File: config.mk
export PLATFORM = sky130hd
export DESIGN_NAME = pot_scan_sched
export DESIGN_NICKNAME = d
export VERILOG_FILES = /design/src/rtl/pot_scan_sched.sv
export SDC_FILE = /design/constraint.sdc
export NUM_CORES = 1
export LEC_CHECK = 0
export BUFFER_PORTS_ARGS = -buffer_cell sky130_fd_sc_hd__buf_2
export CAP_MARGIN = 0
export CORE_MARGIN = 2
export CORE_UTILIZATION = 48
export DETAILED_ROUTE_END_ITERATION = 8
export HOLD_SLACK_MARGIN = 0.03
export PLACE_DENSITY_LB_ADDON = 0.08
export SETUP_SLACK_MARGIN = 0.5
export SLEW_MARGIN = 20
export SYNTH_ARGS = -nofsm -noshare
export SYNTH_HDL_FRONTEND = slang
export SYNTH_SLANG_ARGS = --single-unit
File: constraint.sdc
create_clock -name clk -period 3.7 [get_ports clk]
set_clock_uncertainty 0.1 [all_clocks]
set_input_delay 0.37 -clock clk [delete_from_list [all_inputs] [get_ports clk]]
set_output_delay 0.37 -clock clk [all_outputs]
set_load 0.02 [all_outputs]
File: src/rtl/pot_scan_sched.sv
`default_nettype none
// +----------------------------------------------------------------------------+
// | pot_scan_sched: round-robin A2D scheduler for the six slide pots, shared   |
// | with one auxiliary one-shot requester. Holds the latest result per pot.    |
// | Revision: 1.0  initial release                                             |
// +----------------------------------------------------------------------------+
module pot_scan_sched #(
  parameter int          GAP_CYC     = 1024,
  parameter int          TIMEOUT_CYC = 4096,
  parameter logic [17:0] CH_MAP      = {3'd7, 3'd3, 3'd2, 3'd4, 3'd0, 3'd1}
) (
  input  logic        clk,
  input  logic        rst,
  output logic        strt_cnv,
  output logic [2:0]  chnnl,
  input  logic        cnv_cmplt,
  input  logic [11:0] res,
  input  logic        aux_req,
  input  logic [2:0]  aux_chnnl,
  output logic        aux_busy,
  output logic        aux_done,
  output logic [11:0] aux_res,
  output logic [11:0] LP_gain,
  output logic [11:0] B1_gain,
  output logic [11:0] B2_gain,
  output logic [11:0] B3_gain,
  output logic [11:0] HP_gain,
  output logic [11:0] VOLUME,
  output logic        pots_vld,
  output logic        a2d_err
);

  localparam int MAX_CYC = (GAP_CYC > TIMEOUT_CYC) ? GAP_CYC : TIMEOUT_CYC;
  localparam int CW      = (MAX_CYC > 2) ? $clog2(MAX_CYC) : 1;
  localparam logic [CW-1:0] GAP_LAST = CW'(GAP_CYC - 1);
  localparam logic [CW-1:0] TO_LAST  = CW'(TIMEOUT_CYC - 1);

  typedef enum logic [1:0] {
    ST_GAP   = 2'd0,
    ST_REQ   = 2'd1,
    ST_WAIT  = 2'd2,
    ST_STORE = 2'd3
  } state_t;

  state_t       state;
  logic [CW-1:0] cnt;
  logic [2:0]   idx;
  logic         aux_pend;
  logic [2:0]   aux_ch;
  logic         slot_aux;   // type of the current slot; during GAP, of the previous one
  logic [11:0]  res_q;
  logic [11:0]  gain [0:5];
  logic [5:0]   stored;
  logic [2:0]   ch_tbl [0:7];

  genvar gi;
  generate
    for (gi = 0; gi < 8; gi++) begin : g_ch
      if (gi < 6) begin : g_map
        assign ch_tbl[gi] = CH_MAP[3*gi +: 3];
      end else begin : g_pad
        assign ch_tbl[gi] = 3'd0;
      end
    end
  endgenerate

  assign aux_busy = aux_pend | (slot_aux & (state != ST_GAP));
  assign pots_vld = &stored;
  assign LP_gain  = gain[0];
  assign B1_gain  = gain[1];
  assign B2_gain  = gain[2];
  assign B3_gain  = gain[3];
  assign HP_gain  = gain[4];
  assign VOLUME   = gain[5];

  always_ff @(posedge clk) begin
    if (rst) begin
      state    <= ST_GAP;
      cnt      <= '0;
      idx      <= 3'd0;
      aux_pend <= 1'b0;
      aux_ch   <= 3'd0;
      slot_aux <= 1'b0;
      res_q    <= 12'h000;
      stored   <= 6'b0;
      a2d_err  <= 1'b0;
      strt_cnv <= 1'b0;
      chnnl    <= 3'd0;
      aux_done <= 1'b0;
      aux_res  <= 12'h000;
      for (int i = 0; i < 6; i++) gain[i] <= 12'h000;
    end else begin
      strt_cnv <= 1'b0;
      aux_done <= 1'b0;
      if (aux_req && !aux_busy) begin
        aux_pend <= 1'b1;
        aux_ch   <= aux_chnnl;
      end
      case (state)
        ST_GAP: begin
          if (cnt == GAP_LAST) begin
            state    <= ST_REQ;
            cnt      <= '0;
            strt_cnv <= 1'b1;
            // aux may not take two slots in a row, so pots get every other slot
            if (aux_pend && !slot_aux) begin
              slot_aux <= 1'b1;
              chnnl    <= aux_ch;
            end else begin
              slot_aux <= 1'b0;
              chnnl    <= ch_tbl[idx];
            end
          end else begin
            cnt <= cnt + 1'b1;
          end
        end
        ST_REQ: begin
          state <= ST_WAIT;
          cnt   <= '0;
        end
        ST_WAIT: begin
          if (cnv_cmplt) begin
            res_q    <= res;
            state    <= ST_STORE;
            cnt      <= '0;
            aux_done <= slot_aux;
          end else if (cnt == TO_LAST) begin
            a2d_err <= 1'b1;
            state   <= ST_GAP;
            cnt     <= '0;
            if (slot_aux) begin
              aux_done <= 1'b1;
              aux_pend <= 1'b0;
            end
          end else begin
            cnt <= cnt + 1'b1;
          end
        end
        ST_STORE: begin
          state <= ST_GAP;
          cnt   <= '0;
          if (slot_aux) begin
            aux_res  <= res_q;
            aux_pend <= 1'b0;
          end else begin
            gain[idx]   <= res_q;
            stored[idx] <= 1'b1;
            idx         <= (idx == 3'd5) ? 3'd0 : idx + 3'd1;
          end
        end
        default: state <= ST_GAP;
      endcase
    end
  end

endmodule
`default_nettype wire

==> results.cfg <==
[logic_synthesis]
async_flop_share = 0
yosysMostFrequentCell = edfxtp_1
yosysTopAreaCell = edfxtp_1
synth_common_cells = edfxtp_1 (72), nor2_1 (66), nand2_1 (64)
synthFlopType = edfxtp_1
synth_edf_count = 72
yosysTopAreaCellShare = 0.436
syn_inst = 447
seq_area_frac_synth = 0.671
synth_area_mm2 = 0.00496
ys_seq_elements = 130
syn_avg_cell_area_um2 = 11.1
synth_fp_nets = 467
yosys_warnings = 0
synthTopCellsByArea = edfxtp_1 (44%), dfxtp_1 (23%), nor2_1 (5.0%)
synth_cell_types = 47

[floorplan]
core_region_area_mm2 = 0.0102
die-area_mm2 = 0.0112
chipHeight_um = 106
boundaryPins = 111
chipWidth_um = 106
initial_core_util = 0.487
rows = 37

[power]
power_leakage_uw = 0.00272
clockPowerShare = 0.497
p_per_area_mw_per_mm2 = 534
intPower_uw = 2690
sequentialPowerShare = 0.462
p_switching_uw = 704
swShare = 0.208
p_comb_frac = 0.040
ir_drop_v = 0.000305

[placed_design]
dp_hpwl_um = 7310
gp_congestion = 0.788
port_buffers = 110

[timing]
tns_ns = 0
period_share = 0.659
hold_viol_final = 0
rsz0062_at_grt = no
fin_crit_ns = 2.44
worst_slew_pin_slew_ns = 0.775
fmax_mhz = 410
finalMaxSlewViolations = 0
whs_ns = 0.0843
setup_viol = 0
relSlewSlack = 0.480

[cts]
htree_levels = 4
cts_resized = 0
post_cts.repair.setup_buffers = 0
cts_sinks = 130
path_clk_slew_ns = 0.06
cts_tree = yes
cts_root_buffer = clkbuf_8
cts_made_buffers = 17
clk_path_buf_depth = 2
clk_latency_ns = 0.51

[worst_hold_path]
holdCritPathClass = input pin to flop
hp-start = aux_req

[critical_path]
cp_max_fo = 15
required_ns = 3.75
startpoint = state[1]
cp-start-kind = flop
critPathKind = flop to flop
arrival_ns = 2.49
cp-end-kind = flop
r2r-start = state[1]

[routing]
via_count = 3538
antenna_left = 0
drc = 0
drt_pass1_iterations = 5
routedWlPerCell_um = 14.9
wl_um = 10700
via_per_inst = 4.93
drt_iter0_markers = 162

[global_route]
grt_max_degree = 46
antenna_found_initial = 0
grt_use_total = 0.202
grt_first_pass_wirelength_um = 17000
grt_pass1_vias = 3405
grt_overflow_total = 0

[finish]
layout-drive-gt1-share = 0.261
n_antenna_cell = 0
num-nets-final = 589
area_growth_pct = 28.2

[flow_run]
drv_cap = 0

[status]
status = complete, no violations
power by group through the flow:
stage | Combinational (uW) | Clock (uW) | Sequential (uW)
6_report | 137 | 1690 | 1570
5_1_grt | 148 | 1780 | 1570
4_1_cts | 137 | 1710 | 1570
3_5_place_dp | 125 | 0 | 1600
3_3_place_gp | 124 | 0 | 1600
2_1_floorplan | 40.2 | 0 | 1630
placed cells by master, fill, tap and decap left out, types with 15 or more instances in the layout:
master           n
nor2_1          66
inv_1           15
nand3_1         17
buf_2          110
clkbuf_16       16
a21oi_1         32
and2_1          23
dfxtp_1         58
nand2_1         64
edfxtp_1        72
dlygate4sd3_1   15
state kept, by name (all words and copies together) (netlist names), 2 cells and up:
name,count
idx,3
gain,72
aux_ch,3
aux_res,12
state,2
cnt,12
stored,6
chnnl,3
res_q,12
final cells by class:
cell class	instances	area [um^2]
tap	136	170
fill	833	3830
inverter	16	60.1
timing repair buffer	128	723
multi-input combinational	276	1470
clock buffer	17	414
sequential	130	3320
clock inverter	15	191
what timing repair did:
item | in CTS | in global routing
hold endpoints to repair | 14 | 1
hold buffers | 14 | 1
setup endpoints to repair | 0 | 0
logic make-up (layout without fill, tap and decap cells):
kind of cell | count (synthesis) | count (layout) | synth area share
fa+ha+maj | 1 | 1 | 0.00252
compound gates | 49 | 49 | 0.0560
xor+xnor | 11 | 11 | 0.0194
simple gates | 210 | 210 | 0.206
flops | 130 | 130 | 0.671
mux | 5 | 5 | 0.0101
buf+inv | 41 | 176 | 0.0358
worst paths after layout:
kind / to / cells past startpoint / slack (ns)
worst max-delay path: gain[1][7] / 3 / 1.26
worst min-delay path: aux_pend / 3 / 0.08
worst max register to register: gain[1][7] / 3 / 1.26
worst min register to register: aux_res[7] / 2 / 0.35
stage by stage:
stage / cell area (um^2) / total power [uW] / instances / util / setup slack [ns]
after floorplan: 4960 / 1670 / 447 / - / 1.62
after global placement: 5580 / 1720 / 671 / 0.548 / 1.41
after detailed placement: 5580 / 1720 / 671 / 0.548 / 1.34
after CTS: 6330 / 3410 / 717 / 0.621 / 1.31
after global routing: 6350 / 3500 / 718 / 0.624 / 1.05
final: 6350 / 3390 / 718 / 0.624 / 1.26
per-layer routing:
| layer | part of all wire | track usage | up-vias |
|---|---|---|---|
| met4 | 0.012 | 0.0808 | 0 |
| li1 | - | - | 1774 |
| met5 | 0 | 0 | - |
| met3 | 0.054 | 0.0594 | 12 |
| met2 | 0.49 | 0.332 | 115 |
| met1 | 0.44 | 0.250 | 1637 |
worst max-delay path: stages (launching register included):
cell      delay (ns)
dfxtp_1         0.62
nand4b_2        0.30
or3_1           0.58
nand2_1         0.47
Note: power is estimated with default switching activity, not from simulation.
